**config.mk**
```make
export PLATFORM = sky130hd
export DESIGN_NAME = axi4lite_reg_subordinate
export DESIGN_NICKNAME = d
export VERILOG_FILES = /design/src/rtl/axi4lite_reg_subordinate.sv
export SDC_FILE = /design/constraint.sdc
export NUM_CORES = 1
export LEC_CHECK = 0
export BUFFER_PORTS_ARGS = -buffer_cell sky130_fd_sc_hd__buf_2
export CAP_MARGIN = 20
export CORE_AREA = 2 2 202 204
export CTS_CLUSTER_SIZE = 16
export DETAILED_ROUTE_END_ITERATION = 6
export DIE_AREA = 0 0 204 206
export PLACE_DENSITY = 0.66
export SYNTH_ARGS = -nofsm -noshare
export SYNTH_HDL_FRONTEND = slang
export SYNTH_SLANG_ARGS = --single-unit
```
**constraint.sdc**
```tcl
create_clock -name S_AXI_ACLK -period 11.2 [get_ports S_AXI_ACLK]
set_clock_uncertainty 0.15 [all_clocks]
set_input_delay 0 -clock S_AXI_ACLK [delete_from_list [all_inputs] [get_ports S_AXI_ACLK]]
set_output_delay 0 -clock S_AXI_ACLK [all_outputs]
set_load 0.01 [all_outputs]
```
**src/rtl/axi4lite_reg_subordinate.sv**
```systemverilog
// rtl/axi4lite_reg_subordinate.sv - AXI4-Lite subordinate exposing NUM_REGS 32-bit control registers
//
// Purpose:
//   Register file for the equalizer (band gains, mode bits) reachable from any
//   AXI4-Lite manager. AW and W may arrive in any order. Byte strobes are honoured.
//   B and R responses are held stable until accepted. Out-of-range indices answer SLVERR.
//   The write and read paths are two independent FSMs.
//
// Ports:
//   S_AXI_ACLK / S_AXI_ARESET      clock, asynchronous active-high reset
//   S_AXI_AW*                      write address channel (index = AWADDR[ADDR_W-1:2])
//   S_AXI_W*                       write data channel with byte strobes
//   S_AXI_B*                       write response channel (00 OKAY, 10 SLVERR)
//   S_AXI_AR*                      read address channel
//   S_AXI_R*                       read data channel (00 OKAY, 10 SLVERR)
//   reg_out                        register i on [32i+31:32i], no latency after commit
//   reg_wr_pulse                   one-cycle pulse per register after an in-range commit
//
// Configuration:
//   AXI_REG_WR_PULSE_EN            when defined, adds the reg_wr_pulse output and its logic

module axi4lite_reg_subordinate #(
  parameter int C_S_AXI_ADDR_WIDTH = 6,
  parameter int C_S_AXI_DATA_WIDTH = 32,
  parameter int NUM_REGS           = 8
) (
  input  logic                                   S_AXI_ACLK,
  input  logic                                   S_AXI_ARESET,
  input  logic [C_S_AXI_ADDR_WIDTH-1:0]          S_AXI_AWADDR,
  input  logic                                   S_AXI_AWVALID,
  output logic                                   S_AXI_AWREADY,
  input  logic [C_S_AXI_DATA_WIDTH-1:0]          S_AXI_WDATA,
  input  logic [C_S_AXI_DATA_WIDTH/8-1:0]        S_AXI_WSTRB,
  input  logic                                   S_AXI_WVALID,
  output logic                                   S_AXI_WREADY,
  output logic [1:0]                             S_AXI_BRESP,
  output logic                                   S_AXI_BVALID,
  input  logic                                   S_AXI_BREADY,
  input  logic [C_S_AXI_ADDR_WIDTH-1:0]          S_AXI_ARADDR,
  input  logic                                   S_AXI_ARVALID,
  output logic                                   S_AXI_ARREADY,
  output logic [C_S_AXI_DATA_WIDTH-1:0]          S_AXI_RDATA,
  output logic [1:0]                             S_AXI_RRESP,
  output logic                                   S_AXI_RVALID,
  input  logic                                   S_AXI_RREADY,
  output logic [NUM_REGS*C_S_AXI_DATA_WIDTH-1:0] reg_out
`ifdef AXI_REG_WR_PULSE_EN
  ,
  output logic [NUM_REGS-1:0]                    reg_wr_pulse
`endif
);

  localparam int DW    = C_S_AXI_DATA_WIDTH;
  localparam int SW    = DW / 8;
  localparam int IDX_W = C_S_AXI_ADDR_WIDTH - 2;
  localparam logic [IDX_W:0] NUM_REGS_W = (IDX_W + 1)'(NUM_REGS);

  localparam logic [1:0] RESP_OKAY   = 2'b00;
  localparam logic [1:0] RESP_SLVERR = 2'b10;

  typedef enum logic [1:0] {W_IDLE, W_HAVE_AW, W_HAVE_W, W_RESP} wstate_t;
  typedef enum logic       {R_IDLE, R_DATA} rstate_t;

  wstate_t          wstate_q, wstate_d;
  rstate_t          rstate_q, rstate_d;
  // Holds all READY outputs low during reset. They rise on the first edge after release.
  logic             rdy_q;
  logic [IDX_W-1:0] aw_idx_q, aw_idx_d;
  logic [DW-1:0]    wdata_q, wdata_d;
  logic [SW-1:0]    wstrb_q, wstrb_d;
  logic [1:0]       bresp_q, bresp_d;
  logic [DW-1:0]    rdata_q, rdata_d;
  logic [1:0]       rresp_q, rresp_d;
  logic [DW-1:0]    regs_q [NUM_REGS];
  logic [DW-1:0]    regs_d [NUM_REGS];

  logic             aw_hs, w_hs, ar_hs;
  logic             commit;
  logic [IDX_W-1:0] cm_idx;
  logic [DW-1:0]    cm_data;
  logic [SW-1:0]    cm_strb;
  logic             cm_ok;
  logic [IDX_W-1:0] ar_idx;
  logic [NUM_REGS-1:0] wr_hit;

  // Byte offset bits are ignored by the decode.
  logic unused_addr_lsbs;
  assign unused_addr_lsbs = ^{S_AXI_AWADDR[1:0], S_AXI_ARADDR[1:0]};

  function automatic logic in_range(input logic [IDX_W-1:0] idx);
    return {1'b0, idx} < NUM_REGS_W;
  endfunction

  assign S_AXI_AWREADY = rdy_q & ((wstate_q == W_IDLE) | (wstate_q == W_HAVE_W));
  assign S_AXI_WREADY  = rdy_q & ((wstate_q == W_IDLE) | (wstate_q == W_HAVE_AW));
  assign S_AXI_BVALID  = (wstate_q == W_RESP);
  assign S_AXI_BRESP   = bresp_q;
  assign S_AXI_ARREADY = rdy_q & (rstate_q == R_IDLE);
  assign S_AXI_RVALID  = (rstate_q == R_DATA);
  assign S_AXI_RDATA   = rdata_q;
  assign S_AXI_RRESP   = rresp_q;

  assign aw_hs = S_AXI_AWVALID & S_AXI_AWREADY;
  assign w_hs  = S_AXI_WVALID  & S_AXI_WREADY;
  assign ar_hs = S_AXI_ARVALID & S_AXI_ARREADY;

  // The commit uses the live channel when its handshake happens on the commit edge.
  // Otherwise it uses the copy captured earlier.
  assign cm_idx  = aw_hs ? S_AXI_AWADDR[C_S_AXI_ADDR_WIDTH-1:2] : aw_idx_q;
  assign cm_data = w_hs ? S_AXI_WDATA : wdata_q;
  assign cm_strb = w_hs ? S_AXI_WSTRB : wstrb_q;
  assign cm_ok   = in_range(cm_idx);
  assign ar_idx  = S_AXI_ARADDR[C_S_AXI_ADDR_WIDTH-1:2];

  // Write FSM next state
  always_comb begin
    wstate_d = wstate_q;
    aw_idx_d = aw_idx_q;
    wdata_d  = wdata_q;
    wstrb_d  = wstrb_q;
    bresp_d  = bresp_q;
    commit   = 1'b0;
    if (aw_hs) begin
      aw_idx_d = S_AXI_AWADDR[C_S_AXI_ADDR_WIDTH-1:2];
    end
    if (w_hs) begin
      wdata_d = S_AXI_WDATA;
      wstrb_d = S_AXI_WSTRB;
    end
    case (wstate_q)
      W_IDLE: begin
        if (aw_hs && w_hs) begin
          wstate_d = W_RESP;
          commit   = 1'b1;
        end else if (aw_hs) begin
          wstate_d = W_HAVE_AW;
        end else if (w_hs) begin
          wstate_d = W_HAVE_W;
        end
      end
      W_HAVE_AW: begin
        if (w_hs) begin
          wstate_d = W_RESP;
          commit   = 1'b1;
        end
      end
      W_HAVE_W: begin
        if (aw_hs) begin
          wstate_d = W_RESP;
          commit   = 1'b1;
        end
      end
      W_RESP: begin
        if (S_AXI_BREADY) begin
          wstate_d = W_IDLE;
        end
      end
      default: wstate_d = W_IDLE;
    endcase
    if (commit) begin
      bresp_d = cm_ok ? RESP_OKAY : RESP_SLVERR;
    end
  end

  // Per-register write enables. An all-zero strobe still counts as a hit.
  always_comb begin
    wr_hit = '0;
    for (int i = 0; i < NUM_REGS; i++) begin
      if (commit && cm_ok && (cm_idx == IDX_W'(i))) begin
        wr_hit[i] = 1'b1;
      end
    end
  end

  always_comb begin
    for (int i = 0; i < NUM_REGS; i++) begin
      regs_d[i] = regs_q[i];
      if (wr_hit[i]) begin
        for (int b = 0; b < SW; b++) begin
          if (cm_strb[b]) begin
            regs_d[i][8*b +: 8] = cm_data[8*b +: 8];
          end
        end
      end
    end
  end

  // The read FSM samples regs_q, so a read on the same edge as a commit returns the old value.
  always_comb begin
    rstate_d = rstate_q;
    rdata_d  = rdata_q;
    rresp_d  = rresp_q;
    case (rstate_q)
      R_IDLE: begin
        if (ar_hs) begin
          rstate_d = R_DATA;
          rresp_d  = in_range(ar_idx) ? RESP_OKAY : RESP_SLVERR;
          rdata_d  = '0;
          for (int i = 0; i < NUM_REGS; i++) begin
            if (ar_idx == IDX_W'(i)) begin
              rdata_d = regs_q[i];
            end
          end
        end
      end
      R_DATA: begin
        if (S_AXI_RREADY) begin
          rstate_d = R_IDLE;
        end
      end
      default: rstate_d = R_IDLE;
    endcase
  end

  always_ff @(posedge S_AXI_ACLK or posedge S_AXI_ARESET) begin
    if (S_AXI_ARESET) begin
      wstate_q <= W_IDLE;
      rstate_q <= R_IDLE;
      rdy_q    <= 1'b0;
      aw_idx_q <= '0;
      wdata_q  <= '0;
      wstrb_q  <= '0;
      bresp_q  <= '0;
      rdata_q  <= '0;
      rresp_q  <= '0;
      for (int i = 0; i < NUM_REGS; i++) begin
        regs_q[i] <= '0;
      end
    end else begin
      wstate_q <= wstate_d;
      rstate_q <= rstate_d;
      rdy_q    <= 1'b1;
      aw_idx_q <= aw_idx_d;
      wdata_q  <= wdata_d;
      wstrb_q  <= wstrb_d;
      bresp_q  <= bresp_d;
      rdata_q  <= rdata_d;
      rresp_q  <= rresp_d;
      for (int i = 0; i < NUM_REGS; i++) begin
        regs_q[i] <= regs_d[i];
      end
    end
  end

  for (genvar g = 0; g < NUM_REGS; g++) begin : g_reg_out
    assign reg_out[DW*g +: DW] = regs_q[g];
  end

`ifdef AXI_REG_WR_PULSE_EN
  logic [NUM_REGS-1:0] pulse_q;

  always_ff @(posedge S_AXI_ACLK or posedge S_AXI_ARESET) begin
    if (S_AXI_ARESET) begin
      pulse_q <= '0;
    end else begin
      pulse_q <= wr_hit;
    end
  end

  assign reg_wr_pulse = pulse_q;
`endif

endmodule

```
# [Word-level counts from Yosys, hierarchy flattened]
# Cells that the tools add are included.
[totals] register_bits=336 in_bits=55 out_inout_bits=297 wordCells=155
[classes] order_cmp=2 eq_ne=21 muxes=35 bitwise=9 reduce_logical=47
[ops] cell="2-to-1 mux 32 bit" count=9
[ops] cell="AND reduction 2 bit" count=33
[ops] cell="equality test 4 x 3 -> 1 bit, second input constant" count=8
[ops] cell="equality test 4 x 2 -> 1 bit, second input constant" count=4
[ops] cell="2-to-1 mux 2 bit" count=8
[ops] cell="2-to-1 mux 1 bit" count=13
[ops] cell="logical AND 1 bit" count=10
[ops] cell="equality test 4 x 1 -> 1 bit, second input constant" count=2
[ops] cell="zero test 4 bit" count=2
[ops] cell="< comparator 4 bit, second input constant" count=2
[ops] cell="2-to-1 mux 4 bit" count=2
[ops] cell="case mux 2 bit (4 select lines)" count=1
[ops] cell="AND 1 bit" count=6
[ops] cell="equality test 2 bit, second input constant" count=2
[ops] cell="!= test 2 bit, second input constant" count=2
[ops] cell="!= test 4 x 3 -> 1 bit, second input constant" count=1
[ops] cell="AND reduction 4 bit" count=1
[ops] cell="case mux 1 bit (3 select lines)" count=1
[ops] cell="equality test 2 x 1 -> 1 bit, second input constant" count=1
[ops] cell="zero test 2 bit" count=1
[ops] cell="!= test 2 x 1 -> 1 bit, second input constant" count=1
[ops] cell="OR 1 bit" count=2
[ops] cell="case mux 1 bit (2 select lines)" count=1
[ops] cell="NOT 1 bit" count=1

# [Longest topological paths before layout]
[logic_depth] ltp_word=11 mapped_depth=9 mapped_depth_nobuf=6

# [Worst setup path before layout]
# No wires, ideal clock.
[synth_timing] path_kind="register to register" startpoint="register wstate_q[0]" endpoint="register regs_q (netlist bit reg_out[184])" setup_time_ps=125 arrival_time_ps=2534 required_time_ps=10925 setup_slack_ps=8392 path_stages_with_launch=10 n_path_buf=3 period_less_slack_ps=2808 cell_sequence="dfrtp_1 inv_1 ha_1 buf_2 o211ai_2 buf_6 mux2_2 buf_2 nor4_4 mux2_2"
[synth_between] elab_chain_len=11 word_cells_on_any_way=23 cone_classes="order compare: 1; eq/ne: 3; mux: 8; bitwise: 6; reduce/logical: 5"
[synth_lines] element="start, declared" line_no="64" source="wstate_t wstate_q, wstate_d;"
[synth_lines] element="start signal, assigned" line_no="230" source="wstate_q <= wstate_d;"
[synth_lines] element="branches (longest 11 deep; another with < comparator 4 bit)"
[synth_lines] element="end signal, assigned by index" line_no="240" source="regs_q[i] <= regs_d[i];"
[synth_lines] element="end, declared" line_no="74" source="logic [DW-1:0] regs_q [NUM_REGS];"
# Parallel ways; which one is timed is not known.
# A chain may end at the register's enable or synchronous reset.

# [Final worst setup path]
[layout_timing] startpoint="register wstate_q[0]" endpoint="register regs_q (netlist bit reg_out[56])"
# The elaborated chain is that of the path after synthesis.

==> impl_results.rst <==
.. list-table::
   :header-rows: 1

   * - Metric
     - Value
   * - Status
     - finished with violations
   * - Failing checks
     - negative hold slack
   * - Worst path slowest cell
     - nor4_4
   * - Share of the cycle needed by the critical path after routing
     - 0.3315
   * - Total CTS buffers
     - 38
   * - RSZ-0062 raised after global routing
     - false
   * - Final WL
     - 53.79 mm
   * - Share of total power in combinational logic
     - 0.351
   * - Number of max-cap violations
     - 0
   * - Reg2Reg Setup Slack
     - 7.49 ns
   * - Mean number of vias per cell
     - 5.577
   * - Category of the worst setup path capture point
     - flop
   * - Post-detailed-route DRC marker count
     - 0
   * - Most numerous cell in the Yosys netlist
     - dfrtp_1
   * - Vias after detailed routing
     - 11.94k
   * - DR iter-0 viols
     - 742
   * - Number of synthesized flops with an enable pin
     - 0
   * - Setup bufs post-CTS
     - 0
   * - Antenna violations before repair
     - 2
   * - Cells after DPL
     - 2,022
   * - Switching power
     - 1.779 mW
   * - Reg-to-reg critical path endpoint
     - reg_out[56]
   * - List of most frequent post-synthesis cells
     - dfrtp_1, mux2_2, o21ai_0
   * - Highest cell delay on the worst timing path
     - 0.89 ns
   * - TritonCTS clock tree
     - built
   * - Largest fanout of any net on the critical path
     - 28
   * - Actual slew at the worst max-slew pin
     - 1.103 ns
   * - Final-report setup violation count
     - 0
   * - Pin count of the biggest net entering global routing
     - 160
   * - Critical path buffer and inverter count
     - 2
   * - Depth of the worst register-to-register path
     - 7
   * - Nature of the critical path startpoint
     - flop
   * - Via count of the first global-routing pass
     - 12.03k
   * - Drt pass-1 iters
     - 5
   * - Clock Latency Late Sink
     - 0.55 ns
   * - Layout Cells excl Fill
     - 2,141
   * - Critical path data required time
     - 11.47 ns
   * - Global placement routability congestion
     - 0.8525
   * - Tightest slew margin relative to the limit
     - 0.2499
   * - Core area
     - 40,180 um^2
   * - Top flip-flop cell by instance count after synthesis
     - dfrtp_1
   * - Cell-internal power
     - 3.065 mW
   * - Area growth from synthesis to layout
     - 25.42%
   * - Switching fraction of total power
     - 0.3673
   * - Setup CP Type
     - reg -> reg
   * - Die H
     - 206 um
   * - Filler cells
     - 3,618
   * - Biggest area consumer among synthesized cells
     - dfrtp_1
   * - FF-to-FF Start
     - wstate_q[0]
   * - Combined flip-flop and latch cell area
     - 8358 um^2
   * - Number of synthesized register bits
     - 334
   * - Arrival time worst endpoint
     - 3.98 ns
   * - Share of power burned in the clock network
     - 0.260
   * - Net count reported at finish
     - 1,639
   * - Clock transition at the registers of the reported paths
     - 0.06 ns
   * - Leakage power total
     - 9.797 nW
   * - Post-Synthesis Cell Area
     - 15,800 um^2
   * - Standard-cell rows
     - 74
   * - Top cells by area in the synthesized netlist
     - dfrtp_1, mux2_2, nor4_4, o21ai_0, a2bb2oi_1
   * - Crit-path cells
     - inv_1 -> ha_1 -> o211ai_1 -> buf_4 -> mux2i_2 -> nor4_4 -> mux2_2
   * - Initial core utilization
     - 0.3933
   * - Share of power burned in registers
     - 0.389
   * - I/O pin count
     - 352
   * - YS warnings
     - 0
   * - Share of the yosys chip area belonging to registers
     - 0.5289
   * - Mean area per synthesized cell
     - 13.18 um^2
   * - Wire length of the first global-routing pass
     - 78.29 mm
   * - Total clock sinks
     - 334
   * - Path category of the worst min-delay check
     - in -> async
   * - Fraction of registers with async set/reset
     - 1.000
   * - Maximum number of buffers from clock root to sink
     - 3
   * - Final sum of negative setup slack
     - 0 ns
   * - Pwr per Cell Area
     - 244.4 nW/um^2
   * - Cell type group with the largest total delay on the critical path
     - simple AND/OR/NAND/NOR gates
   * - Fmax achieved
     - 0.2693 GHz
   * - Instance count of the mapped netlist
     - 1,199
   * - Stages on worst setup path
     - 7
   * - Final ANT Viol Nets
     - 0
   * - Hold violation total from the final report
     - 4
   * - Library cells used by synthesis
     - 47
   * - Count of final max-slew check failures
     - 0
   * - Share of layout cells above drive strength 1
     - 0.4813
   * - Largest voltage drop on the vdd net
     - 0.1445 mV
   * - Total area of multi-input combinational cells
     - 7081 um^2
   * - Post-detailed-route wirelength per cell
     - 25.13 um
   * - Die outline area
     - 42,020 um^2
   * - DP Wirelength
     - 34.78 mm
   * - Smallest hold slack
     - -0.01625 ns
   * - GRT Resource Usage Total
     - 0.2525
   * - H-tree Lvls
     - 2
   * - Total grt overflow
     - 0
   * - Input/output buffers
     - 345
   * - Area fraction of the dominant cell type after synthesis
     - 0.5289
   * - Time the worst path needs with I/O delays and setup
     - 3.713 ns
   * - Clk root buf
     - clkbuf_16
   * - Horiz. Die Dim
     - 204 um
==> power groups by stage <==
stage	clock [mW]	sequential [mW]	combinational (mW)
after global placement	0	1.88	1.64
after detailed placement	0	1.90	1.67
after global routing	1.33	1.94	1.83
after floorplan	0	2.00	0.896
final	1.26	1.89	1.70
after CTS	1.28	1.88	1.70
==> how the worst max path moves through the flow <==
stage	from	to	slack, ns
3_3_place_gp	wstate_q[0]	reg_out[58]	7.54
2_1_floorplan	S_AXI_ARESET	S_AXI_BRESP[1]	1.80
3_5_place_dp	wstate_q[0]	reg_out[27]	7.48
4_1_cts	wstate_q[0]	reg_out[27]	7.45
6_report	wstate_q[0]	reg_out[56]	7.49
5_1_grt	wstate_q[0]	reg_out[57]	7.31
==> metrics by stage <==
step	hold WS [ns]	setup WS [ns]	power (mW)	cell area, um^2	utilization
6_report	-0.01625	7.487	4.845	19820	0.4932
5_1_grt	0.04350	7.314	5.090	19820	0.4932
4_1_cts	0.008210	7.452	4.866	19810	0.4929
3_5_place_dp	0.03477	7.481	3.575	18070	0.4498
3_3_place_gp	0.03516	7.541	3.522	18070	0.4498
2_1_floorplan	-0.05355	1.797	2.891	15810	-
==> layout make-up <==
type	instances	share of cell area
antenna	1	0.0001263
clock buffer	54	0.05461
clock inverter	14	0.008080
inverter	22	0.004545
multi-input combinational	771	0.3572
sequential	334	0.4217
tap	532	0.03358
timing repair buffer	413	0.1201
==> registers in the layout (all words and copies together) (netlist names) <==
name	flops
aw_idx_q	4
S_AXI_RRESP	1
S_AXI_RDATA	32
S_AXI_BRESP	1
reg_out	256
S_AXI_RVALID	1
wdata_q	32
wstate_q	2
wstrb_q	4
rdy_q	1
==> tightest hold or removal path, cell delays in order <==
cell and delay [ns]:
dlygate4sd3_1 0.53, buf_2 0.15, inv_8 0.51
==> cells in the final DEF (no fill, tap or decap), drive strengths merged, types with 3 or more instances in the layout <==
cell type / count
o21ai: 68
mux4: 9
o21a: 18
clkbuf: 54
o211ai: 3
a31oi: 3
nor2b: 23
mux2i: 26
dfrtp: 334
a22oi: 21
nand3: 3
a221o: 4
nor4: 32
mux2: 298
dlygate4sd3: 49
ha: 4
o32a: 21
conb: 3
buf: 364
a21oi: 49
nand2b: 24
bufinv: 3
nand2: 32
clkinv: 7
clkinvlp: 3
a2bb2oi: 31
a221oi: 4
o2bb2ai: 5
o22ai: 19
inv: 23
nor2: 50
o221ai: 5
==> what timing repair did <==
action                                  4_1_cts  5_1_grt
hold buffers                                 49        0
endpoints found under the hold margin       417        0
resized for setup                             0        0
endpoints found under the setup margin        0        0
==> kinds of logic after synthesis <==
family,after synthesis,synth area share
AOI/OAI and AO/OA,255,0.1089
adders and majority gates,4,0.003167
buffers and inverters,95,0.02526
DFF,334,0.5289
muxes,333,0.2454
other,2,0.0004752
and+or+nand+nor,176,0.08789
==> metal layers <==
layer  routed length [um]  share of wire  up-vias  global-route usage
met2                26330           0.49      412              0.4224
met5                    7        0.00013        -                   0
met4                 1355          0.025        2             0.07324
met3                 3439          0.064       94             0.05661
li1                     -              -     5218                   -
met1                22660           0.42     6214              0.3291
No activity file was read; power rests on OpenSTA's default activity.
